**config.mk**
```make
export PLATFORM = sky130hd
export DESIGN_NAME = hazard_ctrl
export DESIGN_NICKNAME = d
export VERILOG_FILES = /design/src/rtl/hazard_pkg.sv /design/src/rtl/hazard_ctrl_md_sequencer.sv /design/src/rtl/hazard_ctrl.sv
export SDC_FILE = /design/constraint.sdc
export NUM_CORES = 1
export LEC_CHECK = 0
export CORE_ASPECT_RATIO = 0.5
export CORE_UTILIZATION = 43
export CTS_CLUSTER_DIAMETER = 150
export DETAILED_ROUTE_END_ITERATION = 8
export GPL_TIMING_DRIVEN = 1
export PLACE_DENSITY_LB_ADDON = 0.2
export SKIP_LAST_GASP = 1
export SLEW_MARGIN = 20
export SYNTH_ARGS = -nofsm -noshare
export SYNTH_HDL_FRONTEND = slang
export SYNTH_HIERARCHICAL = 1
export SYNTH_SLANG_ARGS = --single-unit
export TNS_END_PERCENT = 30
```
**constraint.sdc**
```tcl
create_clock -name clk -period 4.9 [get_ports clk]
set_input_delay 0.98 -clock clk [delete_from_list [all_inputs] [get_ports clk]]
set_output_delay 0.98 -clock clk [all_outputs]
set_load 0.05 [all_outputs]
```
**src/rtl/hazard_pkg.sv**
```systemverilog
// Shared types and constants for the pipeline hazard controller.
package hazard_pkg;

  typedef enum logic [1:0] {
    IDLE = 2'd0,
    BUSY = 2'd1,
    DONE = 2'd2
  } md_state_e;

  localparam int MUL_CYCLES_DEF = 4;
  localparam int DIV_CYCLES_DEF = 32;

  // sll $0,$0,0 -- what IF/ID and ID/EX consumers load on flush or bubble
  localparam logic [31:0] NOP_INSTR = 32'h0000_0000;

endpackage

```
**src/rtl/hazard_ctrl_md_sequencer.sv**
```systemverilog
// Mul/div occupancy sequencer: start pulse, busy window and HI/LO-written pulse.
module md_sequencer
  import hazard_pkg::*;
#(
  parameter int MUL_CYCLES = MUL_CYCLES_DEF,
  parameter int DIV_CYCLES = DIV_CYCLES_DEF,
  parameter int CNT_W      = 6
) (
  input  logic clk,
  input  logic rst,
  input  logic start_i,
  input  logic is_div_i,
  input  logic block_i,
  output logic go_o,
  output logic busy_o,
  output logic done_o,
  output logic in_busy_o
);

  localparam logic [CNT_W-1:0] MUL_LOAD = CNT_W'(MUL_CYCLES - 2);
  localparam logic [CNT_W-1:0] DIV_LOAD = CNT_W'(DIV_CYCLES - 2);

  md_state_e        state_q;
  logic [CNT_W-1:0] cnt_q;
  logic [CNT_W-1:0] load_d;
  logic             accept;

  assign accept    = start_i & ~block_i & (state_q != BUSY) & ~rst;
  assign load_d    = is_div_i ? DIV_LOAD : MUL_LOAD;
  assign go_o      = accept;
  assign in_busy_o = (state_q == BUSY);
  assign busy_o    = ~rst & ((state_q == BUSY) | accept);
  assign done_o    = ~rst & (state_q == DONE);

  // The go cycle counts as the first occupied cycle, hence the N-2 load.
  always_ff @(posedge clk) begin
    if (rst) begin
      state_q <= IDLE;
      cnt_q   <= '0;
    end else begin
      case (state_q)
        IDLE: begin
          if (accept) begin
            state_q <= BUSY;
            cnt_q   <= load_d;
          end
        end
        BUSY: begin
          if (cnt_q == '0) begin
            state_q <= DONE;
          end else begin
            cnt_q <= cnt_q - CNT_W'(1);
          end
        end
        DONE: begin
          if (accept) begin
            state_q <= BUSY;
            cnt_q   <= load_d;
          end else begin
            state_q <= IDLE;
          end
        end
        default: state_q <= IDLE;
      endcase
    end
  end

endmodule

```
**src/rtl/hazard_ctrl.sv**
```systemverilog
// Pipeline hazard controller: load-use and mul/div stalls, branch flush,
// mul/div sequencing and a saturating stall statistics counter.
module hazard_ctrl
  import hazard_pkg::*;
#(
  parameter int MUL_CYCLES = MUL_CYCLES_DEF,
  parameter int DIV_CYCLES = DIV_CYCLES_DEF,
  parameter int CNT_W      = 6,
  parameter int STAT_W     = 16
) (
  input  logic              clk,
  input  logic              rst,
  input  logic [4:0]        rs_id,
  input  logic [4:0]        rt_id,
  input  logic              rs_used_id,
  input  logic              rt_used_id,
  input  logic [4:0]        rd_ex,
  input  logic              memread_ex,
  input  logic              branch_taken_ex,
  input  logic              md_start_id,
  input  logic              md_is_div_id,
  input  logic              hilo_read_id,
  output logic              pc_write,
  output logic              ifid_write,
  output logic              ifid_flush,
  output logic              idex_bubble,
  output logic              md_go,
  output logic              md_busy,
  output logic              md_done,
  output logic [STAT_W-1:0] stall_cycles
);

  logic              lu_hz;
  logic              md_hz;
  logic              stall;
  logic              md_in_busy;
  logic [STAT_W-1:0] stall_cycles_q;

  assign lu_hz = memread_ex & (rd_ex != 5'd0) &
                 ((rs_used_id & (rs_id == rd_ex)) | (rt_used_id & (rt_id == rd_ex)));
  assign md_hz = md_in_busy & (md_start_id | hilo_read_id);
  assign stall = (lu_hz | md_hz) & ~branch_taken_ex & ~rst;

  md_sequencer #(
    .MUL_CYCLES(MUL_CYCLES),
    .DIV_CYCLES(DIV_CYCLES),
    .CNT_W     (CNT_W)
  ) u_md_sequencer (
    .clk      (clk),
    .rst      (rst),
    .start_i  (md_start_id),
    .is_div_i (md_is_div_id),
    .block_i  (stall | branch_taken_ex),
    .go_o     (md_go),
    .busy_o   (md_busy),
    .done_o   (md_done),
    .in_busy_o(md_in_busy)
  );

  // A taken branch wins over any stall: the stalled ID instruction is wrong-path anyway.
  always_comb begin
    pc_write    = 1'b1;
    ifid_write  = 1'b1;
    ifid_flush  = 1'b0;
    idex_bubble = 1'b0;
    if (!rst) begin
      if (branch_taken_ex) begin
        ifid_flush  = 1'b1;
        idex_bubble = 1'b1;
      end else if (stall) begin
        pc_write    = 1'b0;
        ifid_write  = 1'b0;
        idex_bubble = 1'b1;
      end
    end
  end

  always_ff @(posedge clk) begin
    if (rst) begin
      stall_cycles_q <= '0;
    end else if (stall && (stall_cycles_q != '1)) begin
      stall_cycles_q <= stall_cycles_q + STAT_W'(1);
    end
  end

  assign stall_cycles = stall_cycles_q;

endmodule

```
### Word-level counts from Yosys, hierarchy flattened

Cells that the tools add are included.
Widths: inputs -> output; s select.

* muxes and demuxes: 16
* reductions and logical operators: 8
* equal/unequal tests: 10
* bitwise operators: 20
* add/subtract/negate cells: 2

Operator list (number)
* $add 16x1->16 const B: 1
* $ne 16x16->1 const B: 1
* $and 1x1->1: 12
* $mux 6: 2
* $pmux 6 s2: 1
* $eq 5x5->1: 2
* $mux 1: 9
* $ne 2x1->1 const B: 4
* $logic_not 6->1: 1
* $pmux 2 s3: 1
* $sub 6x1->6 const B: 1
* $mux 5: 1
* $or 1x1->1: 5
* $reduce_bool 5->1: 1
* $mux 2: 2
* $not 1->1: 3
* $reduce_and 3->1: 1
* $eq 2x1->1 const B: 1
* $eq 2x2->1 const B: 1
* $logic_not 2->1: 1
* $ne 2x2->1 const B: 1
* $reduce_and 2->1: 1
* $reduce_bool 2->1: 1
* $reduce_or 2->1: 1
* $logic_and 1x1->1: 1

* bits of input ports: 24
* register bits: 24
* output and inout bits: 23
* word-level logic and storage cells: 59

### Logic depth before layout (Yosys ltp)

Gate-level depths: netlist (run 1).

* depth after elaboration: 14
* depth in mapped cells: 10
* depth with buffers taken out: 10

### Hierarchy

Netlist (run 1), hierarchy kept.

Modules (own cells, without submodules)
* hazard_ctrl: times used 1, cells each 119, sequential area each 320.3 um^2, area each 975.9 um^2
* md_sequencer: times used 1, cells each 56, sequential area each 160.2 um^2, area each 479.2 um^2

### Least setup slack after synthesis (run 1)

No wires, ideal clock.

* kind: input to output
* from: input port rd_ex[0]
* to: output port md_go
* data arrival time: 4040 ps
* stages: 6
* setup slack: -120 ps
* path buffers: 0
* data required time: 3920 ps
* path through: or3_1 > o311a_1 > a21oi_1 > nand2b_1 > nand2b_4 > nor3_1

* word-level cells in the longest chain between the ends: 12
* elaborated cells between the ends (all ways): 16
* classes of those cells: 2 x eq/ne; 13 x bitwise; 1 x reduce/logical

RTL lines
* start: declaration: line hazard_ctrl.sv:17 `input logic [4:0] rd_ex,`
* $eq 5x5->1: line hazard_ctrl.sv:40 `((rs_used_id & (rs_id == rd_ex)) | (rt_used_id & (rt_id == rd_ex)));`
* $and 1x1->1: line hazard_ctrl.sv:40
* $or 1x1->1: line hazard_ctrl.sv:40
* $and 1x1->1 (*): line hazard_ctrl.sv:39 `assign lu_hz = memread_ex & (rd_ex != 5'd0) &`
* $or 1x1->1 (*): line hazard_ctrl.sv:42 `assign stall = (lu_hz | md_hz) & ~branch_taken_ex & ~rst;`
* $and 1x1->1 (*) (2 in a row): line hazard_ctrl.sv:42
* $or 1x1->1 (*): line hazard_ctrl.sv:53 `.block_i (stall | branch_taken_ex),`
* $not 1->1 (*): line hazard_ctrl_md_sequencer.sv:28 `assign accept = start_i & ~block_i & (state_q != BUSY) & ~rst;`
* $and 1x1->1 (*) (3 in a row): line hazard_ctrl_md_sequencer.sv:28
* end: declaration: line hazard_ctrl.sv:27 `output logic md_go,`

Every way passes the cells marked *; elsewhere a longest branch is shown, timed or not.

### Worst setup path in the final report (run 1)

* from: input port rd_ex[0]
* to: output port md_busy

* word-level cells in the longest chain between the ends: 14
* elaborated cells between the ends (all ways): 18
* classes of those cells: 2 x eq/ne; 15 x bitwise; 1 x reduce/logical

RTL lines
* $eq 5x5->1: line hazard_ctrl.sv:40
* $and 1x1->1: line hazard_ctrl.sv:40
* $or 1x1->1: line hazard_ctrl.sv:40
* $and 1x1->1 (*): line hazard_ctrl.sv:39
* $or 1x1->1 (*): line hazard_ctrl.sv:42
* $and 1x1->1 (*) (2 in a row): line hazard_ctrl.sv:42
* $or 1x1->1 (*): line hazard_ctrl.sv:53
* $not 1->1 (*): line hazard_ctrl_md_sequencer.sv:28
* $and 1x1->1 (*) (3 in a row): line hazard_ctrl_md_sequencer.sv:28
* $or 1x1->1 (*): line hazard_ctrl_md_sequencer.sv:32 `assign busy_o = ~rst & ((state_q == BUSY) | accept);`
* $and 1x1->1 (*): line hazard_ctrl_md_sequencer.sv:32
* end: declaration: line hazard_ctrl.sv:28 `output logic md_busy,`

Marks and branches as above.

==> results of run 1 <==
[flip-flops by register name (all words and copies together), names as in the netlist]
register	cells
stall_cycles	16
u_md_sequencer/cnt_q	6
u_md_sequencer/state_q	2
[cells by family (layout without fill, tap and decap cells)]
logic type	Yosys count	after routing	synth area share, %
buffers and inverters	13	58	4.986
adder cells (fa/ha/maj)	3	3	2.580
AO/OA/AOI/OAI	49	49	21.67
flip-flops	24	24	33.02
XOR/XNOR	12	12	7.223
AND/OR/NAND/NOR	72	72	29.15
multiplexers	2	2	1.376
[placed cells by master (no fill, tap or decap), types with 2 or more instances in the layout]
cell              n
clkdlybuf4s50_1  41
nand2_1           6
xnor2_1          11
clkbuf_8          3
o21a_1            2
mux2i_1           2
a21oi_1          16
nand4_1           6
dfxtp_1          24
or3_1            14
o21ai_0          10
and3_1            3
o21ai_1           3
o31a_1            2
nor2_1           10
o211ai_1          2
o311a_1           2
nand3_1           9
ha_1              3
o22ai_1           2
nor3_2            2
nor2b_1           4
nor3b_1           2
nand3b_1          4
nand2b_1          2
and2_1            5
buf_4             4
buf_12            2
inv_1             6
[worst max-delay path, delay by kind of cell]
kind	cells	cell delay, ns
AOI/OAI and AO/OA	3	1.00
buffers and inverters	2	0.63
and+or+nand+nor	3	0.69
[metrics by stage]
stage          hold WS [ns]  area, µm²  setup slack (ns)
3_5_place_dp         0.4697       1946            0.5940
5_1_grt              0.5215       2017            0.4448
3_3_place_gp         0.4739       1946            0.6640
4_1_cts              0.4878       2017            0.5976
2_1_floorplan        0.4518       1460            0.1333
6_report             0.4950       2017            0.5972
[area by class of cell]
cell class | instances | area (µm²)
sequential | 24 | 480.5
timing repair buffer | 47 | 480.5
clock buffer | 3 | 41.29
inverter | 7 | 27.53
tap | 40 | 50.05
multi-input combinational | 138 | 907.1
clock inverter | 1 | 30.03
fill | 266 | 1101
[where the power goes]
| part | internal [mW] | total (mW) | switching (mW) |
|---|---|---|---|
| registers | 0.199 | 0.203 | 0.00419 |
| logic | 0.0428 | 0.0844 | 0.0416 |
| clock network | 0.109 | 0.174 | 0.0649 |
[worst paths after layout]
| path | slack, ns | cells after the start | to | start |
|---|---|---|---|---|
| max | 0.60 | 8 | md_busy | rd_ex[0] |
| min | 0.50 | 2 | u_md_sequencer/cnt_q[5]$_SDFFE_PP0P_ | u_md_sequencer/cnt_q[5]$_SDFFE_PP0P_ |
| max reg2reg | 2.23 | 10 | u_md_sequencer/cnt_q[5]$_SDFFE_PP0P_ | u_md_sequencer/state_q[0]$_SDFFE_PP0P_ |
| min reg2reg | 0.50 | 2 | u_md_sequencer/cnt_q[5]$_SDFFE_PP0P_ | u_md_sequencer/cnt_q[5]$_SDFFE_PP0P_ |
[metal layers]
metal / track usage (%) / part of all wire [%] / wire length (µm)
met5: 0 / 0 / 0
met2: 33.11 / 47 / 1610
met1: 25.62 / 48 / 1645
met4: 6.897 / 1.2 / 42
met3: 5.058 / 4.7 / 163
==> results.json, run 1 <==
{
  "antennaDiodeCount": 0,
  "rsz0062_at_grt": "false",
  "syn_area_um2": 1455,
  "cp.required_ns": 3.92,
  "dr.pass1.iters": 6,
  "fin_crit_sh_pct": 87.81,
  "dr_total_vias": 1429,
  "cts-htree-levels": 1,
  "core-area_um2": 3118,
  "stdcell_count": 260,
  "crit_chain": "clkdlybuf4s50_1 -> or3_1 -> o311a_1 -> a21oi_1 -> nand2b_1 -> nand2b_4 -> a21oi_1 -> buf_12",
  "slew-limit-headroom_pct": 64.25,
  "grt_util_all_layers_pct": 19.99,
  "total_power_uw": 461.4,
  "cts_hold_buf": 0,
  "failed_checks": "DRC",
  "hold_class": "flip-flop to flip-flop",
  "worst_setup_path_start_kind": "primary input",
  "synthTopCellsByCount": "24 x dfxtp_1, 16 x a21oi_1, 14 x or3_1",
  "yosys.cell_types.count": 46,
  "p_leak_nw": 0.6874,
  "cts-resized-gates": 0,
  "io_pins": 47,
  "peakVddDrop_v": 0.0001073,
  "nets": 248,
  "power_density_nw_per_um2": 228.7,
  "max_freq_mhz": 232.4,
  "grt_pass1_wl_um": 5706,
  "cpPeakStageDelay_ns": 0.46,
  "fp-row-count": 14,
  "drt-total-wl_um": 3462,
  "synth_edf_count": 0,
  "crit_top_cell": "a21oi_1",
  "die_area_um2": 3635,
  "post_drt_wl_per_cell_um": 13.32,
  "fp.dieW_um": 84.27,
  "synth_area_leaders": "dfxtp_1 33%, xnor2_1 6.6%, or3_1 6.0%, a21oi_1 5.5%, o21ai_0 3.4%",
  "avgViaCountPerCell": 5.496,
  "place_hpwl_um": 2615,
  "root_buffer": "clkbuf_8",
  "gp_congestion": 0.7741,
  "ys_seq_elements": 24,
  "yosysMostFrequentCell": "dfxtp_1",
  "placed_cells": 256,
  "hold_violations": 0,
  "crit_arrival_ns": 3.32,
  "synth_top_area_share_pct": 33.02,
  "area_growth_pct": 38.61,
  "worst-path-max-fanout": 7,
  "grt_pass1_vias": 1260,
  "finalCriticalPeriod_ns": 4.303,
  "crit_type": "primary input to primary output",
  "finClkSkew_ns": 0.003627,
  "slew_violations": 0,
  "drc": 2,
  "clock_latency_ns": 0.27,
  "die_h_um": 43.14,
  "outcome": "finished with violations",
  "synth_nets": 202,
  "drtAntennaViolNets": 0,
  "start_util_pct": 46.67,
  "final_layout_size_suffix_gt1_share_pct": 8.182,
  "end_kind": "primary output",
  "crit_path_top_delay_cell": "clkdlybuf4s50_1",
  "worst_pin_slew_ns": 0.5351,
  "antenna_found_initial": 0,
  "grt_max_degree": 30,
  "gr-total-overflow": 0,
  "yosysSeqAreaShare_pct": 33.02,
  "yosys_warnings": 6,
  "synth_top_area_cell": "dfxtp_1",
  "async_reset_ff_share_pct": 0,
  "numPortBuffers": 46,
  "finalSetupViolCount": 0,
  "clock_sinks": 24,
  "cap_violations": 0,
  "ctsLongestPathBuffers": 2,
  "syn_area_per_cell_um2": 8.315,
  "cts_buffers": 3,
  "cts_tree": "yes",
  "fin_tns_setup_ns": 0,
  "clk_pin_slew_ns": 0.09,
  "syn_inst": 175,
  "cts_setup_buffers": 0,
  "utilization_pct": 64.69,
  "synth_ff_type": "dfxtp_1",
  "drt_iter0_drc": 59
}
No activity file was read; power rests on OpenSTA's default activity.
==> run 2, diff against run 1 <==
DONT_BUFFER_PORTS = 1   (was not set)
==> results.json, run 2 (synthesis results as in run 1) <==
{
  "drtAntennaViolNets": 0,
  "clock_sinks": 24,
  "p_comb_share_pct": 12.2,
  "pwr-share-clk_pct": 40.8,
  "nets": 204,
  "cts_setup_buffers": 0,
  "max_freq_mhz": 264.7,
  "worst_setup_path_start_kind": "primary input",
  "gp_congestion": 0.8011,
  "die_area_um2": 3635,
  "finClkSkew_ns": 0.003498,
  "cts-resized-gates": 0,
  "slew-limit-headroom_pct": 37.17,
  "rsz0062_at_grt": "false",
  "ctsLongestPathBuffers": 2,
  "dr_total_vias": 1252,
  "fp.dieW_um": 84.27,
  "start_util_pct": 46.67,
  "worst_pin_slew_ns": 0.9405,
  "swShare_pct": 23.58,
  "failed_checks": "DRC",
  "antennaDiodeCount": 0,
  "drc": 2,
  "cts_buffers": 3,
  "holdCritStartpoint": "u_md_sequencer/cnt_q[5]$_SDFFE_PP0P_",
  "hold_violations": 0,
  "end_kind": "primary output",
  "fin_tns_setup_ns": 0,
  "power_density_nw_per_um2": 276.2,
  "layout_common_cells": "24 x dfxtp_1, 15 x a21oi_1, 14 x or3_1",
  "crit_path_start": "rd_ex[0]",
  "ff2ff_path_depth": 11,
  "place_hpwl_um": 2272,
  "drt_iter0_drc": 57,
  "crit_arrival_ns": 2.80,
  "core-area_um2": 3118,
  "root_buffer": "clkbuf_8",
  "numPortBuffers": 0,
  "peakVddDrop_v": 0.0001293,
  "fp-row-count": 14,
  "gr-total-overflow": 0,
  "r2r_end": "u_md_sequencer/cnt_q[5]$_SDFFE_PP0P_",
  "p_switching_uw": 102.1,
  "place_area_um2": 1496,
  "cap_violations": 0,
  "antenna_found_initial": 0,
  "slew_violations": 0,
  "area_growth_pct": 7.738,
  "fin_crit_sh_pct": 77.11,
  "total_power_uw": 433.1,
  "design_area_um2": 1568,
  "clock_latency_ns": 0.27,
  "finalCriticalPeriod_ns": 3.778,
  "cts_tree": "yes",
  "final_layout_size_suffix_gt1_share_pct": 9.659,
  "finalSetupViolCount": 0,
  "p_leak_nw": 0.5186,
  "crit_path_end": "md_busy",
  "avgViaCountPerCell": 5.796,
  "clk_pin_slew_ns": 0.09,
  "grt_pass1_wl_um": 5271,
  "internal_power_uw": 331.0,
  "largest_reg_flops": 16,
  "outcome": "finished with violations",
  "final_common_cell": "dfxtp_1",
  "cts-htree-levels": 1,
  "r2r-start": "u_md_sequencer/state_q[0]$_SDFFE_PP0P_",
  "cp.required_ns": 3.92,
  "worst-path-max-fanout": 7,
  "crit_type": "primary input to primary output",
  "cts_hold_buf": 0,
  "p_seq_share_pct": 47.0,
  "grt_pass1_vias": 1138,
  "hold_class": "flip-flop to flip-flop",
  "drt-total-wl_um": 3161,
  "whs_path_depth": 2,
  "grt_util_all_layers_pct": 18.47,
  "dr.pass1.iters": 6,
  "io_pins": 47,
  "ff2ff_setup_slack_ns": 2.17,
  "grt_max_degree": 31,
  "post_drt_wl_per_cell_um": 14.63,
  "die_h_um": 43.14
}
-- run 2: through the flow --
stage	hold slack [ns]	cells	util [%]	worst slack, ns
after floorplan	0.4518	175	-	0.1333
after detailed placement	0.4729	212	47.99	1.137
after global placement	0.4817	212	47.99	1.157
after global routing	0.5385	216	50.28	1.001
after CTS	0.4878	216	50.28	1.129
final	0.4893	216	50.28	1.122
-- run 2: area by class of cell --
class,count,area [µm²]
clock inverter,1,30.03
clock buffer,3,41.29
tap,40,50.05
inverter,7,27.53
sequential,24,480.5
fill,323,1550
timing repair buffer,3,22.52
multi-input combinational,138,915.9
-- run 2: how the worst min path moves through the flow --
stage / slack, ns / end
2_1_floorplan: 0.45 / u_md_sequencer/cnt_q[5]$_SDFFE_PP0P_
3_3_place_gp: 0.48 / u_md_sequencer/cnt_q[5]$_SDFFE_PP0P_
3_5_place_dp: 0.47 / u_md_sequencer/cnt_q[5]$_SDFFE_PP0P_
4_1_cts: 0.49 / u_md_sequencer/cnt_q[5]$_SDFFE_PP0P_
5_1_grt: 0.54 / u_md_sequencer/cnt_q[5]$_SDFFE_PP0P_
6_report: 0.49 / u_md_sequencer/cnt_q[5]$_SDFFE_PP0P_
-- run 2: power by group through the flow --
| stage | combinational (mW) | clock (mW) | sequential, mW |
|---|---|---|---|
| after floorplan | 0.0488 | 0 | 0.207 |
| after global placement | 0.0515 | 0 | 0.208 |
| after detailed placement | 0.0526 | 0 | 0.208 |
| after CTS | 0.0529 | 0.181 | 0.204 |
| after global routing | 0.0585 | 0.192 | 0.204 |
| final | 0.0529 | 0.177 | 0.204 |
-- run 2: worst max-delay path: stages --
cell and delay (ns):
or3_1 0.36, o311a_1 0.33, a21oi_2 0.14, buf_4 0.33, nand2b_1 0.12, nand2b_4 0.18, a21oi_1 0.14, buf_4 0.21
-- run 2: layer usage --
| layer | routed length, µm | track usage, % |
|---|---|---|
| met3 | 130 | 6.226 |
| met5 | 0 | 0 |
| met2 | 1475 | 30.33 |
| met1 | 1546 | 24.08 |
| met4 | 8 | 3.103 |
